`config.mk`:
```
export PLATFORM = sky130hd
export DESIGN_NAME = alu_operand_loader_flat
export DESIGN_NICKNAME = d
export VERILOG_FILES = /design/src/rtl/alu_loader_pkg.sv /design/src/rtl/alu_operand_loader_if.sv /design/src/rtl/alu_loader_timeout.sv /design/src/rtl/alu_operand_loader.sv /design/src/flat_wrapper.sv
export SDC_FILE = /design/constraint.sdc
export NUM_CORES = 1
export LEC_CHECK = 0
export ABC_AREA = 1
export ABC_CLOCK_PERIOD_IN_PS = 1500
export BUFFER_PORTS_ARGS = -buffer_cell sky130_fd_sc_hd__buf_2
export CORE_MARGIN = 2
export CORE_UTILIZATION = 39
export DETAILED_ROUTE_END_ITERATION = 10
export MAX_ROUTING_LAYER = met4
export PLACE_DENSITY = 0.68
export SETUP_SLACK_MARGIN = 0.5
export SYNTH_ARGS = -nofsm -noshare
export SYNTH_HDL_FRONTEND = slang
export SYNTH_HIERARCHICAL = 1
export SYNTH_SLANG_ARGS = --single-unit
export TNS_END_PERCENT = 100
```
`constraint.sdc`:
```
create_clock -name clk -period 1.5 [get_ports clk]
set_input_delay 0.225 -clock clk [delete_from_list [all_inputs] [get_ports clk]]
set_output_delay 0.225 -clock clk [all_outputs]
set_load 0.01 [all_outputs]
```
`src/rtl/alu_loader_pkg.sv`:
```
// Shared types for the ALU operand loader: opcode map, FSM states and opcode
// classification helpers.
package alu_loader_pkg;

  localparam int unsigned PKG_OPC_W = 4;

  typedef enum logic [PKG_OPC_W-1:0] {
    OP_ADD = 4'd0,
    OP_SUB = 4'd1,
    OP_AND = 4'd2,
    OP_OR  = 4'd3,
    OP_XOR = 4'd4,
    OP_NOT = 4'd5,
    OP_SHL = 4'd6,
    OP_SHR = 4'd7,
    OP_CMP = 4'd8,
    OP_MUL = 4'd9
  } alu_opcode_e;

  // First opcode value outside the map; everything from here up is rejected.
  localparam logic [PKG_OPC_W-1:0] OPC_ILLEGAL_MIN = 4'd10;

  typedef enum logic [1:0] {
    IDLE  = 2'd0,
    GET_A = 2'd1,
    GET_B = 2'd2,
    ISSUE = 2'd3
  } loader_state_e;

  function automatic logic is_unary(input logic [PKG_OPC_W-1:0] op);
    logic unary;
    case (op)
      OP_NOT, OP_SHL, OP_SHR: unary = 1'b1;
      default:                unary = 1'b0;
    endcase
    return unary;
  endfunction

  function automatic logic is_legal(input logic [PKG_OPC_W-1:0] op);
    return (op < OPC_ILLEGAL_MIN);
  endfunction

endpackage

```
`src/rtl/alu_operand_loader_if.sv`:
```
// Byte-stream input and ALU command output bundle of the operand loader.
// slave: the loader side; master: the upstream source / ALU side.
interface alu_operand_loader_if #(
  parameter int DATA_W = 8,
  parameter int OPC_W  = 4
) ();

  logic              in_valid;
  logic [DATA_W-1:0] in_data;
  logic              in_ready;
  logic              alu_valid;
  logic              alu_ready;
  logic [OPC_W-1:0]  alu_op;
  logic [DATA_W-1:0] alu_a;
  logic [DATA_W-1:0] alu_b;

  modport slave (
    input  in_valid,
    input  in_data,
    output in_ready,
    output alu_valid,
    input  alu_ready,
    output alu_op,
    output alu_a,
    output alu_b
  );

  modport master (
    output in_valid,
    output in_data,
    input  in_ready,
    input  alu_valid,
    output alu_ready,
    input  alu_op,
    input  alu_a,
    input  alu_b
  );

endinterface

```
`src/rtl/alu_loader_timeout.sv`:
```
// Idle-cycle counter for partial commands; expire asserts on the cycle the
// count would reach TIMEOUT_CYC without being cleared.
module alu_loader_timeout #(
  parameter int TIMEOUT_CYC = 255
) (
  input  logic clk,
  input  logic rst,
  input  logic clr,
  input  logic en,
  output logic expire
);

  localparam int CNT_W = (TIMEOUT_CYC > 1) ? $clog2(TIMEOUT_CYC + 1) : 1;
  localparam logic [CNT_W-1:0] CNT_LAST = CNT_W'(TIMEOUT_CYC - 1);

  logic [CNT_W-1:0] cnt_r;
  logic             expire_s;

  // A clear in the same cycle (byte accepted) always beats expiry.
  assign expire_s = en & ~clr & (cnt_r == CNT_LAST);
  assign expire   = expire_s;

  // Idle counter: clears on accept or expiry, counts while enabled.
  always_ff @(posedge clk or posedge rst) begin
    if (rst) begin
      cnt_r <= {CNT_W{1'b0}};
    end else if (clr || expire_s) begin
      cnt_r <= {CNT_W{1'b0}};
    end else if (en) begin
      cnt_r <= cnt_r + {{(CNT_W-1){1'b0}}, 1'b1};
    end else begin
      cnt_r <= cnt_r;
    end
  end

endmodule

```
`src/rtl/alu_operand_loader.sv`:
```
// Byte-serial ALU command loader: opcode byte then one or two operand bytes,
// issued as one command. Optional partial-command timeout: ALU_LOADER_TIMEOUT_EN.
module alu_operand_loader
  import alu_loader_pkg::*;
#(
  parameter int DATA_W      = 8,
  parameter int OPC_W       = 4,
  parameter int TIMEOUT_CYC = 255
) (
  input  logic                 clk,
  input  logic                 rst,
  alu_operand_loader_if.slave  bus,
  output logic                 busy,
  output logic                 err_opcode,
  output logic                 err_timeout,
  output logic [7:0]           cmd_count
);

  loader_state_e     state_r;
  loader_state_e     next_state_s;

  logic              in_ready_r;
  logic              alu_valid_r;
  logic              busy_r;
  logic              err_opcode_r;
  logic              err_timeout_r;
  logic [OPC_W-1:0]  alu_op_r;
  logic [DATA_W-1:0] alu_a_r;
  logic [DATA_W-1:0] alu_b_r;
  logic [7:0]        cmd_count_r;

  logic                 accept_s;
  logic [OPC_W-1:0]     opc_s;
  logic [PKG_OPC_W-1:0] opc_in_s;
  logic [PKG_OPC_W-1:0] opc_cur_s;
  logic                 wait_state_s;
  logic                 timeout_s;
  logic                 ld_op_s;
  logic                 ld_a_s;
  logic                 ld_b_s;
  logic                 clr_b_s;
  logic                 err_op_s;
  logic                 err_to_s;
  logic                 issue_done_s;

  assign accept_s     = bus.in_valid & in_ready_r;
  assign opc_s        = bus.in_data[OPC_W-1:0];
  assign opc_in_s     = PKG_OPC_W'(opc_s);
  assign opc_cur_s    = PKG_OPC_W'(alu_op_r);
  assign wait_state_s = (state_r == GET_A) || (state_r == GET_B);

`ifdef ALU_LOADER_TIMEOUT_EN
  alu_loader_timeout #(
    .TIMEOUT_CYC (TIMEOUT_CYC)
  ) u_timeout (
    .clk    (clk),
    .rst    (rst),
    .clr    (accept_s | ~wait_state_s),
    .en     (wait_state_s),
    .expire (timeout_s)
  );
`else
  assign timeout_s = 1'b0;
`endif

  // FSM state register.
  always_ff @(posedge clk or posedge rst) begin
    if (rst) begin
      state_r <= IDLE;
    end else begin
      state_r <= next_state_s;
    end
  end

  // Next-state decode and datapath load strobes.
  always_comb begin
    next_state_s = state_r;
    ld_op_s      = 1'b0;
    ld_a_s       = 1'b0;
    ld_b_s       = 1'b0;
    clr_b_s      = 1'b0;
    err_op_s     = 1'b0;
    err_to_s     = 1'b0;
    issue_done_s = 1'b0;
    case (state_r)
      IDLE: begin
        if (accept_s) begin
          if (is_legal(opc_in_s)) begin
            next_state_s = GET_A;
            ld_op_s      = 1'b1;
          end else begin
            err_op_s     = 1'b1;
          end
        end else begin
          next_state_s = IDLE;
        end
      end
      GET_A: begin
        if (accept_s) begin
          ld_a_s = 1'b1;
          if (is_unary(opc_cur_s)) begin
            next_state_s = ISSUE;
            clr_b_s      = 1'b1;
          end else begin
            next_state_s = GET_B;
          end
        end else if (timeout_s) begin
          next_state_s = IDLE;
          err_to_s     = 1'b1;
        end else begin
          next_state_s = GET_A;
        end
      end
      GET_B: begin
        if (accept_s) begin
          ld_b_s       = 1'b1;
          next_state_s = ISSUE;
        end else if (timeout_s) begin
          next_state_s = IDLE;
          err_to_s     = 1'b1;
        end else begin
          next_state_s = GET_B;
        end
      end
      ISSUE: begin
        if (bus.alu_ready) begin
          next_state_s = IDLE;
          issue_done_s = 1'b1;
        end else begin
          next_state_s = ISSUE;
        end
      end
      default: begin
        next_state_s = IDLE;
      end
    endcase
  end

  // Handshake and status flags, registered from the next state so they
  // line up with the state they describe.
  always_ff @(posedge clk or posedge rst) begin
    if (rst) begin
      in_ready_r    <= 1'b0;
      alu_valid_r   <= 1'b0;
      busy_r        <= 1'b0;
      err_opcode_r  <= 1'b0;
      err_timeout_r <= 1'b0;
    end else begin
      in_ready_r    <= (next_state_s != ISSUE);
      alu_valid_r   <= (next_state_s == ISSUE);
      busy_r        <= (next_state_s != IDLE);
      err_opcode_r  <= err_op_s;
      err_timeout_r <= err_to_s;
    end
  end

  // Command fields and issued-command counter.
  always_ff @(posedge clk or posedge rst) begin
    if (rst) begin
      alu_op_r    <= {OPC_W{1'b0}};
      alu_a_r     <= {DATA_W{1'b0}};
      alu_b_r     <= {DATA_W{1'b0}};
      cmd_count_r <= 8'd0;
    end else begin
      if (ld_op_s) begin
        alu_op_r <= opc_s;
      end
      if (ld_a_s) begin
        alu_a_r <= bus.in_data;
      end
      if (ld_b_s) begin
        alu_b_r <= bus.in_data;
      end else if (clr_b_s) begin
        alu_b_r <= {DATA_W{1'b0}};
      end
      if (issue_done_s) begin
        cmd_count_r <= cmd_count_r + 8'd1;
      end
    end
  end

  assign bus.in_ready  = in_ready_r;
  assign bus.alu_valid = alu_valid_r;
  assign bus.alu_op    = alu_op_r;
  assign bus.alu_a     = alu_a_r;
  assign bus.alu_b     = alu_b_r;
  assign busy          = busy_r;
  assign err_opcode    = err_opcode_r;
  assign err_timeout   = err_timeout_r;
  assign cmd_count     = cmd_count_r;

endmodule

```
`src/flat_wrapper.sv`:
```
// flat-port wrapper written by rule: the top's interface ports become plain ports
module alu_operand_loader_flat import alu_loader_pkg::*;
#(
  parameter int DATA_W      = 8,
  parameter int OPC_W       = 4,
  parameter int TIMEOUT_CYC = 255
)
  (clk, rst, busy, err_opcode, err_timeout, cmd_count, bus_in_valid, bus_in_data, bus_in_ready, bus_alu_valid, bus_alu_ready, bus_alu_op, bus_alu_a, bus_alu_b);
  alu_operand_loader_if #(.DATA_W(DATA_W), .OPC_W(OPC_W)) bus_i ();
  input  logic clk;
  input  logic rst;
  output logic busy;
  output logic err_opcode;
  output logic err_timeout;
  output logic [7:0] cmd_count;
  input wire logic [$bits(bus_i.in_valid)-1:0] bus_in_valid;
  input wire logic [$bits(bus_i.in_data)-1:0] bus_in_data;
  output wire logic [$bits(bus_i.in_ready)-1:0] bus_in_ready;
  output wire logic [$bits(bus_i.alu_valid)-1:0] bus_alu_valid;
  input wire logic [$bits(bus_i.alu_ready)-1:0] bus_alu_ready;
  output wire logic [$bits(bus_i.alu_op)-1:0] bus_alu_op;
  output wire logic [$bits(bus_i.alu_a)-1:0] bus_alu_a;
  output wire logic [$bits(bus_i.alu_b)-1:0] bus_alu_b;
  assign bus_i.in_valid = bus_in_valid;
  assign bus_i.in_data = bus_in_data;
  assign bus_in_ready = bus_i.in_ready;
  assign bus_alu_valid = bus_i.alu_valid;
  assign bus_i.alu_ready = bus_alu_ready;
  assign bus_alu_op = bus_i.alu_op;
  assign bus_alu_a = bus_i.alu_a;
  assign bus_alu_b = bus_i.alu_b;
  alu_operand_loader #(.DATA_W(DATA_W), .OPC_W(OPC_W), .TIMEOUT_CYC(TIMEOUT_CYC)) u_core (.clk(clk), .rst(rst), .bus(bus_i), .busy(busy), .err_opcode(err_opcode), .err_timeout(err_timeout), .cmd_count(cmd_count));
endmodule
```
======== After elaboration in Yosys (flattened, before gate mapping) ========
Cells that the tools add are included.
storage, ports and cells
  bits in registers ....................... 34
  input bits .............................. 12
  output and inout port bits .............. 33
  logic and storage cells ................. 50
cells by class
  add/subtract/negate cells ............... 1
  $lt $le $gt $ge ......................... 1
  equal/unequal tests ..................... 8
  muxes and demuxes ....................... 26
  bitwise operators ....................... 1
  reductions and logical operators ........ 4
operator list
  cell                                                              number
  1-bit two-way mux                                                 19
  8-bit two-way mux                                                 2
  4-bit by 3-bit == test with 1-bit output (second input constant)  3
  8-bit by 1-bit adder with 8-bit output (second input constant)    1
  2-bit two-way mux                                                 4
  2-bit case mux with 4 select lines                                1
  2-bit == test (second input constant)                             3
  4-bit less-than comparator (second input constant)                1
  2-bit nonzero test                                                2
  3-bit OR reduction                                                1
  2-bit by 1-bit == test with 1-bit output (second input constant)  1
  2-bit zero test                                                   1
  2-bit != test (second input constant)                             1
  1-bit bitwise AND                                                 1

======== Longest topological paths before layout ========
Gate-level depths: netlist of run 1.
  word-level depth ........................ 10
  gate-level depth with buffers ........... 8
  depth with buffers taken out ............ 8

======== Worst setup path before layout of run 1 ========
No wires, ideal clock.
  kind .................................... register -> register
  from .................................... register u_core.cmd_count_r[0], in the netlist u_core/cmd_count[0]
  to ...................................... register u_core.cmd_count_r[4], in the netlist u_core/cmd_count[4]
  arrival ................................. 1.027 ns
  required time ........................... 1.374 ns
  path slack .............................. 0.346 ns
  stages on the path, launching flop included .. 6
  buffers on the path ..................... 0
  period minus slack after synthesis ...... 1.154 ns
  cell sequence ........................... dfrtp_1 -> ha_1 -> inv_1 -> nor2_1 -> nand3_1 -> xnor2_1
between the ends
  word-level cells in the longest chain between the ends .. 1
ends and longest elaborated chain
  what                                    line                       RTL
  from (decl)                             alu_operand_loader.sv:30   logic [7:0] cmd_count_r;
  from (signal assigned)                  alu_operand_loader.sv:177  cmd_count_r <= cmd_count_r + 8'd1;
  8-bit by 1-bit adder with 8-bit output  alu_operand_loader.sv:177
No other way between the ends.
A chain may end at the register's enable or synchronous reset.

======== Worst setup path in the final report of run 1 ========
  from .................................... register u_core.state_r[1]
  to ...................................... register u_core.alu_b_r[6], in the netlist u_core/bus.alu_b[6]
between the ends
  word-level cells in the longest chain between the ends .. 3
  elaborated cells between the ends (all ways) .. 6
  those cells by class .................... eq/ne (2); mux (3); reduce/logical (1)
ends and longest elaborated chain
  what                                                                       line                       RTL
  from (decl)                                                                alu_operand_loader.sv:19   loader_state_e state_r;
  from (signal assigned)                                                     alu_operand_loader.sv:71   state_r <= next_state_s;
  2-bit == test or 2-bit by 1-bit == test with 1-bit output (tied branches)  n/a
  1-bit two-way mux                                                          alu_operand_loader.sv:85   case (state_r)
  8-bit two-way mux or 2-bit nonzero test (tied branches)                    n/a
  to (signal assigned)                                                       alu_operand_loader.sv:162  alu_b_r <= {DATA_W{1'b0}};
  to (signal assigned)                                                       alu_operand_loader.sv:172  alu_b_r <= bus.in_data;
  to (signal assigned)                                                       alu_operand_loader.sv:174  alu_b_r <= {DATA_W{1'b0}};
  to (decl)                                                                  alu_operand_loader.sv:29   logic [DATA_W-1:0] alu_b_r;
Parallel ways exist; a longest one is shown, timed or not.

==> results of run 1 <==
routing by layer:
metal	track usage	vias up
met2	0.2888	25
li1	-	688
met1	0.2263	649
met5	-	-
met3	0.04561	6
met4	0.08418	0
cells in the final DEF (no fill, tap or decap), types with 4 or more instances in the layout:
master,instances
nand3_2,4
inv_2,7
buf_6,8
o21ai_0,5
clkbuf_8,6
nand4_1,4
buf_2,40
inv_1,23
dfrtp_1,30
o21ai_2,4
nand2_2,7
o21ai_1,9
nand2_1,52
dfrtp_2,4
buf_4,23
critical path, stage by stage, from the launching register on:
cell,delay (ns)
dfrtp_2,0.47
nor2_4,0.20
nand2_8,0.08
o21ai_4,0.22
o21ai_0,0.11
registers in the layout (all words and copies together), names as in the netlist:
register,flops
u_core/bus.alu_a,8
u_core/bus.alu_b,8
u_core/bus.alu_op,4
u_core/bus.alu_valid,1
u_core/bus.in_ready,1
u_core/busy,1
u_core/cmd_count,8
u_core/err_opcode,1
u_core/state_r,2
how the worst max path moves through the flow:
stage,end,slack (ns),cells after the start
after global routing,u_core/bus.alu_b[6]$_DFFE_PP0P_,0.22,4
after detailed placement,u_core/bus.alu_b[5]$_DFFE_PP0P_,0.23,4
after floorplan,u_core/cmd_count[4]$_DFFE_PP0P_,0.39,5
after global placement,u_core/bus.alu_b[2]$_DFFE_PP0P_,0.27,4
after CTS,u_core/bus.alu_b[2]$_DFFE_PP0P_,0.31,4
final,u_core/bus.alu_b[6]$_DFFE_PP0P_,0.29,4
layout make-up:
class                           count  area (um^2)
Clock buffer                        7        86.33
Clock inverter                      1        5.005
Fill cell                         336         1460
Inverter                           33        133.9
Multi-Input combinational cell    105        631.9
Sequential cell                    34        855.8
Tap cell                           48        60.06
Timing Repair Buffer               72        483.0
stage by stage:
step / power, mW / instance area (um^2)
floorplan: 2.472 / 1551
global placement: 2.965 / 1819
detailed placement: 2.999 / 1819
CTS: 4.022 / 2112
global route: 4.657 / 2256
finish: 4.328 / 2256
power by group through the flow:
| stage | Combinational (mW) | Sequential (mW) | Clock, mW |
|---|---|---|---|
| after floorplan | 0.733 | 1.74 | 0 |
| after global placement | 1.37 | 1.60 | 0 |
| after detailed placement | 1.40 | 1.60 | 0 |
| after CTS | 1.72 | 1.58 | 0.713 |
| after global routing | 2.24 | 1.65 | 0.764 |
| final | 2.03 | 1.61 | 0.696 |
timing repair:
action | 4_1_cts | 5_1_grt
buffers inserted | 18 | 10
cloned | 1 | 0
endpoints found under the setup margin | 63 | 66
resized for setup | 19 | 21
pin swaps | 7 | 14
cell families (layout without fill, tap and decap cells):
group | Yosys count | count (layout) | synth area share
adders and majority gates | 1 | 1 | 0.008202
other | 1 | 1 | 0.002459
AOI/OAI and AO/OA | 20 | 20 | 0.08696
DFF | 34 | 34 | 0.5578
buffers and inverters | 35 | 113 | 0.09188
and+or+nand+nor | 78 | 79 | 0.2297
xor gates and xnor gates | 4 | 4 | 0.02297
==> impl_metrics.csv, run 1 <==
group,metric,value,unit
logic_synthesis,yosysMostFrequentCell,"nand2_1",
timing,period_share,0.8057,
drt,route.vias.total,1368,
timing,whs,0.01460,ns
grt,grt-ovfl-total,0,
place,place_ws,0.2304,ns
floorplan,ios,45,
drt,vias_per_cell,4.560,
floorplan,die_h,66.54,um
pwr,intPower,2.659,mW
worst_setup_path,reg2reg_slack,0.29,ns
clocking,clock-sinks,34,
drt,wl_met2,1829,um
timing,finalHoldViolations,0,
worst_setup_path,worstPathRequired,1.67,ns
worst_setup_path,reg2reg_depth,4,
clocking,h-tree-depth,2,
floorplan,die_w,66.54,um
logic_synthesis,async_reset_ff_frac,1.000,
pwr,p_per_area,1919,nW/um^2
grt,grt_pass1_vias,1276,
clocking,root_buffer,"clkbuf_8",
worst_setup_path,rr_endpoint,"u_core/bus.alu_b[6]$_DFFE_PP0P_",
logic_synthesis,synth.area.top_cells,"dfrtp_1 56%, nand2_1 14%, inv_1 7.4%",
logic_synthesis,syn_area_per_cell,8.816,um^2
pwr,pwr-share-clk,0.161,
timing,clock_skew,0.005841,ns
grt,grtUsageTotal,0.1846,
floorplan,coreArea,3716,um^2
final_layout,num-nets-final,264,
timing,rsz0062_at_grt,"yes",
logic_synthesis,syn-cell-area,1525,um^2
worst_setup_path,end_kind,"register",
worst_setup_path,r2r_start,"u_core/state_r[1]$_DFF_PP0_",
place,gp_congestion,0.7585,
logic_synthesis,synthTopCellsByCount,"57 x nand2_1, 34 x dfrtp_1, 30 x inv_1",
timing,worst_slew_pin_slew,0.5421,ns
pwr,pwr-share-comb,0.468,
drt,highest_layer,"met4",
timing,max_slew_margin,0.6348,
logic_synthesis,syn_nets,186,
floorplan,die_area,4427,um^2
timing,slew_viol_final,0,
clocking,clockBufferDepth,2,
hold_path,holdCritPathClass,"input port to asynchronous set/reset pin",
drt,routed_wl,3666,um
pwr,p_leak,1.227,nW
pwr,peakVddDrop,0.9803,mV
drt,drc,0,
place,hpwl,2286,um
drt,drtIter0Drc,50,
worst_setup_path,crit_path_max_fanout,8,
drt,route.met3.wl,135,um
grt,grt_max_degree,35,
logic_synthesis,synth_ff_type,"dfrtp_1",
final_layout,area_growth,47.91,%
worst_setup_path,path_class,"register to register",
worst_setup_path,crit_arrival,1.38,ns
logic_synthesis,synth_edf_count,0,
final_layout,antenna_cells,0,
clocking,cts_tree,"done",
grt,grt_pass1_wl,5830,um
floorplan,initial_core_util,0.4104,
worst_setup_path,start_kind,"register",
timing,max_freq,827.5,MHz
final_layout,final_cells,300,
drt,wl_per_cell,12.22,um
final_layout,finish.utilization,0.6071,
grt,antenna_found_initial,0,
worst_setup_path,crit_start,"u_core/state_r[1]$_DFF_PP0_",
place,io_buffers,43,
logic_synthesis,syn_inst,173,
pwr,switching_power,1.669,mW
run_status,outcome,"complete, no violations",
run,cap_violations,0,
drt,dr.pass1.iters,4,
floorplan,row_count,22,
drt,met1_length,1632,um
drt,ant_nets,0,
timing,period_minus_slack,1.208,ns
place,place_inst,263,
final_layout,final_layout_size_suffix_gt1_frac,0.4762,
timing,setup_tns,0,ns
logic_synthesis,yosys.area.top_type_share,0.5578,
logic_synthesis,ys_seq_area_frac,0.5578,
logic_synthesis,ys_ff_latch,34,
timing,fin_ws,0.2915,ns
clocking,cts.clk_slew.worst_paths,0.07,ns
logic_synthesis,yosysTopAreaCell,"dfrtp_1",
logic_synthesis,ys_types,24,
pwr,sw_frac_of_total,0.3856,
timing,setup-violations-final,0,
clocking,clock_latency,0.29,ns
clocking,cts_buffers,5,
logic_synthesis,yosysWarnings,6,
pwr,pwr-share-seq,0.371,
clocking,holdBufCountCts,0,
(Power assumes the default switching activity.)
==> run 2, diff against run 1 <==
ABC_CLOCK_PERIOD_IN_PS = 1200   (was 1500)
clock period = 1.2 ns   (was 1.5 ns; I/O delays follow)
==> run 2 against run 1 <==
The flow now finishes with violations (negative hold slack). Sequential share of layout area shrank 0.32 points. First-iteration DRC count grew 26%. Critical path depth is the same. Hold slack lost 0.13 ns. Via count shrank 1.8%. Cell count shrank 1.3%. Largest cell class unchanged.
==> impl_metrics.csv, run 2 (same netlist as run 1, synthesis figures left out) <==
group,metric,value,unit
timing,slew_viol_final,0,
timing,max_slew_margin,0.6581,
timing,max_freq,854.6,MHz
drt,dr.pass1.iters,4,
run,cap_violations,0,
floorplan,coreArea,3716,um^2
worst_setup_path,crit_path_max_fanout,8,
drt,drtIter0Drc,63,
clocking,cts.clk_slew.worst_paths,0.08,ns
final_layout,layout_commonest_cell,"nand2_1",
clocking,cts_buffers,5,
worst_setup_path,r2r_start,"u_core/state_r[1]$_DFF_PP0_",
drt,vias_per_cell,4.537,
worst_setup_path,crit_path_end,"u_core/bus.alu_b[3]$_DFFE_PP0P_",
floorplan,ios,45,
final_layout,area_growth,49.39,%
clocking,clock_latency,0.28,ns
floorplan,initial_core_util,0.4104,
drt,drc,0,
drt,ant_nets,0,
run_status,violations,"negative hold slack",
worst_setup_path,worstPathRequired,1.37,ns
timing,rsz0062_at_grt,"yes",
floorplan,die_h,66.54,um
clocking,clock-sinks,34,
timing,setup_tns,0,ns
pwr,p_leak,1.228,nW
timing,whs,-0.1203,ns
timing,clock_skew,0.009123,ns
pwr,power.total,5.665,mW
worst_setup_path,path_class,"register to register",
grt,grt_max_degree,20,
run_status,outcome,"finished, violations left",
place,io_buffers,43,
pwr,peakVddDrop,1.051,mV
timing,fin_ws,0.02980,ns
grt,grt_pass1_vias,1313,
final_layout,fillers,312,
drt,routed_wl,3502,um
pwr,p_per_area,2486,nW/um^2
final_layout,final_layout_size_suffix_gt1_frac,0.4758,
grt,grt-ovfl-total,0,
floorplan,die_area,4427,um^2
final_layout,antenna_cells,0,
timing,worst_slew_pin_slew,0.5075,ns
clocking,cts_tree,"done",
clocking,h-tree-depth,2,
clocking,clockBufferDepth,2,
worst_setup_path,crit_arrival,1.34,ns
grt,grt_pass1_wl,5561,um
hold_path,holdCritPathClass,"input port to asynchronous set/reset pin",
drt,wl_per_cell,11.83,um
timing,setup-violations-final,0,
grt,grtUsageTotal,0.1742,
worst_setup_path,end_kind,"register",
place,gp_congestion,0.8190,
worst_setup_path,crit_start,"u_core/state_r[1]$_DFF_PP0_",
place,hpwl,2371,um
worst_setup_path,start_kind,"register",
final_layout,finish.utilization,0.6131,
grt,antenna_found_initial,0,
worst_setup_path,reg2reg_depth,4,
timing,finalHoldViolations,15,
final_layout,final_cell_area,2278,um^2
floorplan,row_count,22,
drt,route.vias.total,1343,
place,dpl_cell_area,1884,um^2
timing,period_share,0.9752,
worst_setup_path,rr_endpoint,"u_core/bus.alu_b[3]$_DFFE_PP0P_",
timing,period_minus_slack,1.170,ns
place,place_ws,-0.04672,ns
worst_setup_path,reg2reg_slack,0.03,ns
final_layout,layout_common_cells,"48 x nand2_1, 39 x buf_2, 29 x dfrtp_1, 25 x inv_1, 20 x buf_4",
floorplan,die_w,66.54,um
final_layout,num-nets-final,260,
clocking,root_buffer,"clkbuf_8",
[run 2: changes by cell type in the layout (fill, tap and decap cells not counted), moves of 2 or more]
cell,delta
clkinvlp_4,+3
inv_1,+2
nand3_1,+2
buf_4,-3
nand2_1,-4
nand3_2,-2
nand2_4,+5
inv_2,-3
[run 2: how the worst min path moves through the flow]
stage / startpoint / to
3_5_place_dp: rst / u_core/bus.alu_a[7]$_DFFE_PP0P_
3_3_place_gp: rst / u_core/bus.alu_a[4]$_DFFE_PP0P_
5_1_grt: rst / u_core/bus.alu_a[7]$_DFFE_PP0P_
2_1_floorplan: rst / u_core/bus.alu_a[0]$_DFFE_PP0P_
6_report: rst / u_core/bus.alu_a[7]$_DFFE_PP0P_
4_1_cts: rst / u_core/bus.alu_a[7]$_DFFE_PP0P_
[run 2: timing repair]
action                                  CTS  global route
pin swaps                                10             8
hold endpoints to repair                 15            15
resized for setup                        23            17
gates cloned                              1             0
endpoints found under the setup margin   66            66
buffers inserted                         15             6
[run 2: worst max-delay path, cell delays in order (launching register included)]
cell     delay, ns
dfrtp_2       0.47
nor2_4        0.13
nand2_4       0.10
o21ai_4       0.25
o21ai_0       0.11
[run 2: power breakdown]
part | internal, mW | switching (mW) | leakage [nW]
Sequential | 1.63 | 0.380 | 0.421
Combinational | 1.27 | 1.34 | 0.756
Clock | 0.617 | 0.422 | 0.0504
[run 2: per-stage QoR]
| stage | hold WS [ns] | cells |
|---|---|---|
| floorplan | 0.1207 | 173 |
| CTS | -0.1120 | 290 |
| global route | -0.09933 | 296 |
| finish | -0.1203 | 296 |
| global placement | 0.1942 | 266 |
| detailed placement | 0.2024 | 266 |
[run 2: layout make-up]
cell class	instances	area (um^2)	area share
Sequential cell	34	857.1	0.3762
Multi-Input combinational cell	105	645.6	0.2834
Inverter	33	137.6	0.06041
Clock inverter	3	45.04	0.01977
Clock buffer	5	68.82	0.03020
Tap cell	48	60.06	0.02636
Timing Repair Buffer	68	464.2	0.2037
[run 2: metal layers]
layer | global-route usage | up-vias | part of all wire
met1 | 0.2087 | 624 | 0.42
met3 | 0.03547 | 7 | 0.036
met2 | 0.2763 | 31 | 0.52
li1 | - | 681 | -
met5 | - | - | 0
met4 | 0.09439 | 0 | 0.020
==> run 3, diff against run 2 <==
CTS_BUF_LIST = sky130_fd_sc_hd__clkbuf_8   (was not set)
REMOVE_ABC_BUFFERS = 1   (was not set)
==> run 3 against run 2 <==
The flow still finishes with violations (negative hold slack). Flip-flop and latch count is the same. Critical path depth up 1. Setup slack worse by 0.012 ns. Cell count grew 3.7%.
==> impl_metrics.csv, run 3 (same netlist as run 1, synthesis figures left out) <==
group,metric,value,unit
hold_path,holdCritPathClass,"input port to asynchronous set/reset pin",
clocking,clockBufferDepth,2,
floorplan,row_count,22,
floorplan,die_area,4427,um^2
drt,drtIter0Drc,57,
final_layout,antenna_cells,0,
pwr,p_per_area,2407,nW/um^2
clocking,root_buffer,"clkbuf_8",
drt,vias_per_cell,4.583,
drt,drc,0,
final_layout,num-nets-final,271,
floorplan,die_w,66.54,um
grt,grt_pass1_wl,5706,um
clocking,clock_latency,0.28,ns
timing,max_freq,845.8,MHz
worst_setup_path,crit_path_max_fanout,8,
timing,finalHoldViolations,27,
worst_setup_path,reg2reg_slack,0.02,ns
place,io_buffers,43,
clocking,cts_tree,"done",
final_layout,final_layout_size_suffix_gt1_frac,0.5251,
worst_setup_path,path_class,"register to register",
floorplan,initial_core_util,0.4104,
final_layout,layout_common_cells,"45 x nand2_1, 40 x buf_2, 31 x buf_4, 30 x dfrtp_1, 25 x inv_1",
floorplan,die_h,66.54,um
worst_setup_path,cp_top_family,"flip-flops",
timing,clock_skew,0.01071,ns
final_layout,final_cell_area,2320,um^2
pwr,peakVddDrop,1.344,mV
clocking,cts.clk_slew.worst_paths,0.07,ns
final_layout,finish.utilization,0.6242,
timing,slew_viol_final,0,
grt,antenna_found_initial,0,
grt,grt_pass1_vias,1328,
place,dpl_cell_area,1853,um^2
drt,routed_wl,3657,um
floorplan,coreArea,3716,um^2
worst_setup_path,worstPathRequired,1.36,ns
timing,period_minus_slack,1.182,ns
timing,setup_tns,0,ns
timing,setup-violations-final,0,
place,hpwl,2317,um
run_status,outcome,"finished, violations left",
grt,grt_max_degree,35,
timing,worst_slew_pin_slew,0.6195,ns
worst_setup_path,slowest_stage,"dfrtp_2",
drt,dr.pass1.iters,4,
place,gp_congestion,0.7639,
worst_setup_path,crit_arrival,1.34,ns
grt,grt-ovfl-total,0,
timing,rsz0062_at_grt,"yes",
worst_setup_path,start_kind,"register",
timing,max_slew_margin,0.5826,
worst_setup_path,end_kind,"register",
worst_setup_path,slowest_delay,0.45,ns
pwr,p_leak,1.286,nW
drt,ant_nets,0,
timing,period_share,0.9853,
run,cap_violations,0,
grt,grtUsageTotal,0.1802,
floorplan,ios,45,
drt,route.vias.total,1407,
drt,wl_per_cell,11.91,um
final_layout,layout_commonest_cell,"nand2_1",
clocking,clock-sinks,34,
worst_setup_path,path_cells,"inv_2, nor2_4, nand2_4, o21ai_4, o21ai_0",
run_status,violations,"negative hold slack",
worst_setup_path,path_buf_inv,1,
clocking,cts_buffers,5,
final_layout,area_growth,52.09,%
timing,whs,-0.02629,ns
clocking,h-tree-depth,2,
==> run 3: cell types whose count changed in the layout (fill, tap and decap cells not counted), moves of 3 or more <==
cell / before / now
inv_2: 4 / 7
nand2_4: 6 / 3
nand2_1: 48 / 45
nand2_2: 7 / 13
buf_4: 20 / 31
clkinvlp_4: 3 / 0
==> run 3: worst paths after layout <==
kind	depth (start not counted)	startpoint	end
worst max-delay path	5	u_core/state_r[0]$_DFF_PP0_	u_core/bus.alu_b[4]$_DFFE_PP0P_
worst min register to register	2	u_core/bus.alu_a[1]$_DFFE_PP0P_	u_core/bus.alu_a[1]$_DFFE_PP0P_
max in group asynchronous	3	rst	u_core/state_r[0]$_DFF_PP0_
min in group clk	3	bus_in_data[5]	u_core/bus.alu_a[5]$_DFFE_PP0P_
worst min-delay path	3	rst	u_core/cmd_count[4]$_DFFE_PP0P_
worst max register to register	5	u_core/state_r[0]$_DFF_PP0_	u_core/bus.alu_b[4]$_DFFE_PP0P_
==> run 3: per-layer routing <==
layer	up-vias	wire, um	global-route usage
met5	-	0	-
met2	30	1916	0.3125
met3	9	150	0.05574
li1	706	-	-
met4	0	91	0.06122
met1	662	1499	0.1959
==> run 3: tightest hold or removal path: stages <==
cell and delay (ns):
buf_2 0.09, inv_1 0.04, buf_4 0.37
==> run 3: power breakdown <==
group	internal (mW)	switching [mW]	total, mW
Combinational	1.37	1.35	2.72
Clock	0.454	0.390	0.843
Sequential	1.63	0.387	2.02
Total	3.46	2.13	5.58
==> run 3: cell type report <==
type                    instances  area [um^2]
inverters                      33        127.6
well taps                      48        60.06
flip-flops and latches         34        855.8
multi-input cells             105        661.9
clock buffers                   6        82.58
clock inverters                 2        8.758
fillers                       331         1396
repair buffers                 79        523.0
==> run 3: repair_timing <==
item,CTS,global route
pin swaps,2,12
gates resized for setup,19,41
hold endpoints to repair,27,17
setup buffers,15,12
cloned,1,0
endpoints found under the setup margin,66,66
==> run 3: metrics by stage <==
step	setup slack [ns]	hold slack (ns)	instances	total power [mW]
floorplan	-0.009145	0.2896	171	3.003
global placement	0.02152	0.2933	271	3.766
detailed placement	-0.02795	0.2989	271	3.804
CTS	0.04881	-0.01164	295	5.064
global route	-0.05611	-0.008071	307	6.029
finish	0.01767	-0.02629	307	5.583
